--- src/rtl/snn_layer_delay_lif.sv ---
// snn_layer_delay_lif: one layer of N leaky integrate-and-fire neurons driven by
// M spike inputs through signed per-synapse weights. Each input owns a tapped
// history register shared by all neurons; every synapse can pick the live spike
// or one history tap. Optional build macro SNN_LAYER_MEMBRANE_DEBUG_EN exposes
// the membrane registers on membrane_potential_out (tied to 0 otherwise).
module snn_layer_delay_lif #(
  parameter int M  = 2,
  parameter int N  = 4,
  parameter int WW = 3,
  parameter int VW = 6,
  parameter int DW = 3
) (
  input  logic                clk,
  input  logic                reset,
  input  logic                enable,
  input  logic                delay_tick,
  input  logic [M-1:0]        input_spikes,
  input  logic [N*M*WW-1:0]   weights,
  input  logic [VW-2:0]       threshold,
  input  logic [VW-2:0]       decay,
  input  logic [4:0]          refractory_period,
  input  logic [N*M*DW-1:0]   delay_values,
  input  logic [N*M-1:0]      delays,
  output logic [N*VW-1:0]     membrane_potential_out,
  output logic [N-1:0]        output_spikes
);
  localparam int D  = 2 ** DW;
  // Sum width: enough headroom for M weights of WW bits, signed.
  localparam int SW = WW + $clog2(M) + 1;
  // Working width for leak/add/saturate; wide enough that nothing wraps.
  localparam int EW = ((VW > SW) ? VW : SW) + 2;
  localparam logic signed [EW-1:0] VMAX = {{(EW-VW+1){1'b0}}, {(VW-1){1'b1}}};
  localparam logic signed [EW-1:0] VMIN = {{(EW-VW+1){1'b1}}, {(VW-1){1'b0}}};

  logic [D-1:0]          r_hist [M];
  logic signed [VW-1:0]  r_v    [N];
  logic [4:0]            r_cnt  [N];
  logic [N-1:0]          r_spk;

  logic [N*M-1:0]        w_eff;
  logic signed [SW-1:0]  w_sum  [N];
  logic signed [EW-1:0]  w_vext [N];
  logic signed [EW-1:0]  w_leak [N];
  logic signed [EW-1:0]  w_cand [N];
  logic signed [EW-1:0]  w_clip [N];
  logic [N-1:0]          w_fire;
  logic signed [EW-1:0]  w_dec;
  logic signed [EW-1:0]  w_thr;

  assign w_dec = {{(EW-VW+1){1'b0}}, decay};
  assign w_thr = {{(EW-VW+1){1'b0}}, threshold};

  // Effective spike per synapse: live input, or the selected tap of that input's history.
  always_comb begin
    w_eff = '0;
    for (int i = 0; i < N; i++) begin
      for (int j = 0; j < M; j++) begin
        if (delays[i*M+j]) begin
          w_eff[i*M+j] = r_hist[j][delay_values[(i*M+j)*DW +: DW]];
        end else begin
          w_eff[i*M+j] = input_spikes[j];
        end
      end
    end
  end

  // Synaptic sum, leak toward zero, saturated candidate potential and fire decision.
  always_comb begin
    w_fire = '0;
    for (int i = 0; i < N; i++) begin
      w_sum[i]  = '0;
      w_vext[i] = '0;
      w_leak[i] = '0;
      w_cand[i] = '0;
      w_clip[i] = '0;
    end
    for (int i = 0; i < N; i++) begin
      for (int j = 0; j < M; j++) begin
        if (w_eff[i*M+j]) begin
          w_sum[i] = w_sum[i] + {{(SW-WW){weights[(i*M+j)*WW+WW-1]}}, weights[(i*M+j)*WW +: WW]};
        end else begin
          w_sum[i] = w_sum[i];
        end
      end
      w_vext[i] = {{(EW-VW){r_v[i][VW-1]}}, r_v[i]};
      if (w_vext[i] > w_dec) begin
        w_leak[i] = w_vext[i] - w_dec;
      end else if (w_vext[i] < -w_dec) begin
        w_leak[i] = w_vext[i] + w_dec;
      end else begin
        w_leak[i] = '0;
      end
      w_cand[i] = w_leak[i] + {{(EW-SW){w_sum[i][SW-1]}}, w_sum[i]};
      if (w_cand[i] > VMAX) begin
        w_clip[i] = VMAX;
      end else if (w_cand[i] < VMIN) begin
        w_clip[i] = VMIN;
      end else begin
        w_clip[i] = w_cand[i];
      end
      if (w_clip[i] >= w_thr) begin
        w_fire[i] = 1'b1;
      end else begin
        w_fire[i] = 1'b0;
      end
    end
  end

  // History shift, per-neuron integrate/refractory update and registered spikes.
  always_ff @(posedge clk) begin
    if (!reset) begin
      for (int j = 0; j < M; j++) begin
        r_hist[j] <= '0;
      end
      for (int i = 0; i < N; i++) begin
        r_v[i]   <= '0;
        r_cnt[i] <= 5'd0;
      end
      r_spk <= '0;
    end else if (enable) begin
      if (delay_tick) begin
        for (int j = 0; j < M; j++) begin
          r_hist[j] <= {r_hist[j][D-2:0], input_spikes[j]};
        end
      end
      for (int i = 0; i < N; i++) begin
        if (r_cnt[i] != 5'd0) begin
          // Refractory: ignore inputs, pin V at 0 and count down.
          r_cnt[i] <= r_cnt[i] - 5'd1;
          r_v[i]   <= '0;
          r_spk[i] <= 1'b0;
        end else if (w_fire[i]) begin
          r_spk[i] <= 1'b1;
          r_v[i]   <= '0;
          r_cnt[i] <= refractory_period;
        end else begin
          r_spk[i] <= 1'b0;
          r_v[i]   <= w_clip[i][VW-1:0];
        end
      end
    end else begin
      r_spk <= '0;
    end
  end

`ifdef SNN_LAYER_MEMBRANE_DEBUG_EN
  // Expose the registered membrane potential of every neuron.
  always_comb begin
    membrane_potential_out = '0;
    for (int i = 0; i < N; i++) begin
      membrane_potential_out[i*VW +: VW] = r_v[i];
    end
  end
`else
  assign membrane_potential_out = '0;
`endif

  assign output_spikes = r_spk;

endmodule
--- config.mk ---
export PLATFORM = sky130hd
export DESIGN_NAME = snn_layer_delay_lif
export DESIGN_NICKNAME = d
export VERILOG_FILES = /design/src/rtl/snn_layer_delay_lif.sv
export SDC_FILE = /design/constraint.sdc
export NUM_CORES = 1
export LEC_CHECK = 0
export CORE_UTILIZATION = 25
export CTS_CLUSTER_DIAMETER = 60
export CTS_CLUSTER_SIZE = 40
export DETAILED_ROUTE_END_ITERATION = 10
export SYNTH_ARGS = -nofsm -noshare
export SYNTH_HDL_FRONTEND = slang
export SYNTH_SLANG_ARGS = --single-unit
--- constraint.sdc ---
create_clock -name clk -period 7 [get_ports clk]
set_input_delay 0.7 -clock clk [delete_from_list [all_inputs] [get_ports clk]]
set_output_delay 0.7 -clock clk [all_outputs]
set_load 0.005 [all_outputs]
==> impl_metrics.csv <==
group,metric,value,unit
status,status,"completed",
sta,relative_slew_margins,0.334,
detailed_routing,route.final.wire_length,27700,µm
worst_setup_path,cp_data_required_time,7.17,ns
worst_setup_path,critical_path.endpoint,"r_v[1][2]",
logic_synthesis,mapped_avg_cell_area,9.02,µm²
sta,fin_setup_tns,0,ns
die,row_count,70,
worst_setup_path,critPathMostFrequentCell,"buf_4",
layout,layout.cell_area.non_filler,12800,µm²
sta,finalWorstPathRequiredPeriod,6.65,ns
grt,aggregate_global_routing_overflow,0,
pwr,clock_power_share,0.124,
detailed_routing,first_pass_iteration_count_of_the_detailed_router,5,
detailed_routing,drc,0,
worst_setup_path,worst_ep_arrival_time,6.82,ns
detailed_routing,dr_total_vias,8799,
logic_synthesis,ys_warn_count,0,
layout,layout_common_cells,"buf_4 (186), ha_1 (119), inv_1 (101)",
pwr,power_switching,1.43,mW
place,dp_hpwl,22800,µm
worst_setup_path,startpoint_type,"primary input",
worst_setup_path,r2r-start,"r_hist[0][2]",
layout,share_of_cells_above_drive_strength_1,0.263,
pwr,cellLeakagePower,5.68,nW
clock_tree,clock_path_buffers,2,
logic_synthesis,synth.yosys.seq_area_share,0.198,
logic_synthesis,ys_async_sr_fraction,0,
place,placed_cell_area,12100,µm²
detailed_routing,detail_route.wl_per_cell,15.2,µm
min_path,hp-class,"flop to flop",
pwr,power.density_cell_area,260,nW/µm²
logic_synthesis,ys_seq_elements,64,
layout,mostFrequentLayoutCell,"buf_4",
worst_setup_path,timing.critical_path.from,"decay[1]",
clock_tree,clock-root-buffer,"clkbuf_16",
die,fp.dieW,197,µm
grt,largest_net_degree_at_the_start_of_global_routing,25,
sta,clock.fmax,150,MHz
layout,utilization,0.347,
worst_setup_path,critical_path_peak_fanout,5,
grt,wire_length_of_the_first_global_routing_pass,44100,µm
layout,final_nets,1532,
detailed_routing,drtAntennaViolNets,0,
job,count_of_max_cap_constraint_violations,0,
sta,worstMarginPinSlew,0.997,ns
die,design.die.area,38700,µm²
detailed_routing,vias_per_cell,4.83,
pwr,comb_power_share,0.704,
clock_tree,cts_max_level,3,
place,placement.io_buffers,80,
grt,antenna_found_initial,0,
sta,final-max-slew-violation-count,0,
layout,fillerInstances,3818,
grt,groute.usage.overall,0.142,
clock_tree,cts.sink_count,64,
logic_synthesis,synth_top_flop_cell,"edfxtp_1",
place,cell_total_after_placement,1796,
sta,number_of_setup_violations_in_the_final_report,0,
worst_setup_path,critical-path-max-stage-delay,0.47,ns
sta,min_period_over_period,0.950,
grt,first_global_vias,8652,
worst_setup_path,worst_path_max_delay_cell,"or4_4",
clock_tree,clock_latency,0.34,ns
layout,stdcell_count,1821,
sta,timing_hold_violations_final,0,
die,initial_utilization,0.257,
pwr,p_seq_frac,0.172,
clock_tree,cts_tree,"yes",
pwr,power_switching_share,0.429,
clock_tree,cts_buffers,9,
clock_tree,cts_hold_buf,0,
die,num_io_pins,105,
logic_synthesis,synthesis.area,9480,µm²
pwr,power.ir.vdd_worst,0.123,mV
worst_setup_path,worst-setup-path-type,"primary input to flop",
layout,area.growth.synth_to_final,35.4,%
logic_synthesis,synth-edff-count,60,
worst_setup_path,rr_endpoint,"r_v[1][2]",
layout,antennaDiodeCount,0,
die,die_height,197,µm
sta,fin_worst_skew,0.00962,ns
logic_synthesis,postSynthCellCount,1052,
pwr,internal_power,1.91,mW
die,core_region_area,37000,µm²
worst_setup_path,timing.reg2reg.setup_slack,0.59,ns
place,gp_routability_congestion,0.878,
clock_tree,clkSlewWorstSetupHoldPaths,0.06,ns
logic_synthesis,synthDistinctLibCells,108,
worst_setup_path,r2r.worst_path.cells,32,
detailed_routing,count_of_routing_violations_after_the_opening_detailed_route_iteration,502,
worst_setup_path,timing.critical_path.to_type,"flop",
## power by group through the flow
stage / clock network (mW) / logic, mW / registers (mW)
floorplan: 0 / 1.30 / 0.557
global placement: 0 / 2.07 / 0.579
detailed placement: 0 / 2.11 / 0.582
CTS: 0.422 / 2.18 / 0.575
global route: 0.432 / 2.60 / 0.586
finish: 0.414 / 2.35 / 0.576
## how the worst min path moves through the flow
stage / start / endpoint / depth (start not counted)
after global placement: r_cnt[2][4] / r_cnt[2][4] / 2
final: r_cnt[2][4] / r_cnt[2][4] / 2
after CTS: r_cnt[2][4] / r_cnt[2][4] / 2
after floorplan: r_cnt[1][4] / r_cnt[1][4] / 2
after global routing: r_cnt[1][0] / r_cnt[1][0] / 1
after detailed placement: r_cnt[2][4] / r_cnt[2][4] / 2
## worst max-delay path, delay by kind of cell
kind	cells	cell delay [ns]
AOI/OAI and AO/OA	10	1.74
xor gates and xnor gates	2	0.28
and+or+nand+nor	9	1.78
buffers and inverters	8	1.45
adders and majority gates	4	0.84
## flip-flops by register name (all words and copies together) (netlist names)
register       count
output_spikes      4
r_v               24
r_hist            16
r_cnt             20
## synth_stat cells, types with 4 or more instances
cell,instances,share of area
or2_2,4,0.0026
mux4_2,15,0.036
o21ai_0,55,0.029
inv_1,103,0.041
nand3_1,26,0.014
dfxtp_1,4,0.0084
o21bai_1,8,0.0063
mux2i_1,6,0.0063
nand3b_1,4,0.0032
a31oi_1,9,0.0059
a21oi_1,57,0.030
fa_1,20,0.042
nand2b_1,21,0.014
o31a_1,4,0.0037
mux2_2,11,0.013
nand4_1,12,0.0079
xor2_1,16,0.015
edfxtp_1,60,0.19
nor3b_1,4,0.0032
buf_4,24,0.019
a2111oi_0,8,0.0074
o211ai_1,11,0.0087
nor2b_1,33,0.022
ha_1,123,0.16
o21a_1,14,0.011
o21ai_1,4,0.0021
nand2_1,72,0.028
a21o_1,24,0.019
o221ai_1,10,0.0092
o2111ai_1,6,0.0055
and2_1,8,0.0053
a211oi_1,7,0.0055
o32ai_1,9,0.0083
xnor2_1,33,0.030
o22ai_1,7,0.0046
clkbuf_1,13,0.0051
or3_1,9,0.0059
and3_1,23,0.015
nor3_1,16,0.0084
nor2_1,54,0.021
## stage by stage
step	worst slack (ns)	hold slack (ns)	total power, mW
2_1_floorplan	0.277	0.586	1.86
3_3_place_gp	-0.660	0.596	2.64
3_5_place_dp	-0.872	0.616	2.69
4_1_cts	0.0172	0.633	3.18
5_1_grt	-0.0201	0.677	3.62
6_report	0.347	0.637	3.34
## cell type report
cell class	instances	area (µm²)	share of cell area
repair buffers	269	2240	0.174
flip-flops and latches	64	1880	0.147
multi-input cells	863	7420	0.578
well taps	504	631	0.0491
inverters	105	394	0.0307
clock inverters	7	47.5	0.00370
clock buffers	9	225	0.0175
## metal layers
| metal | vias to the layer above | part of all wire | global-route usage |
|---|---|---|---|
| met2 | 177 | 0.47 | 0.238 |
| met1 | 4219 | 0.47 | 0.189 |
| met3 | 20 | 0.037 | 0.0178 |
| met5 | - | 0 | 0 |
| met4 | 0 | 0.019 | 0.0411 |
| li1 | 4383 | - | - |
## kinds of logic (layout without fill, tap and decap cells)
family	after synthesis	count (layout)	synth area share
adder cells (fa/ha/maj)	143	143	0.204
AND/OR/NAND/NOR	318	318	0.183
AO/OA/AOI/OAI	286	286	0.219
other	1	24	0.000395
XOR/XNOR	53	53	0.0528
flip-flops	64	64	0.198
buffers and inverters	148	390	0.0720
multiplexers	39	39	0.0699
## repair_timing
action,4_1_cts,5_1_grt
setup endpoints to repair,27,67
pin swaps,3,26
resized for setup,16,84
hold endpoints to repair,0,0
buffers inserted,3,6
Note: power is estimated with default switching activity, not from simulation.
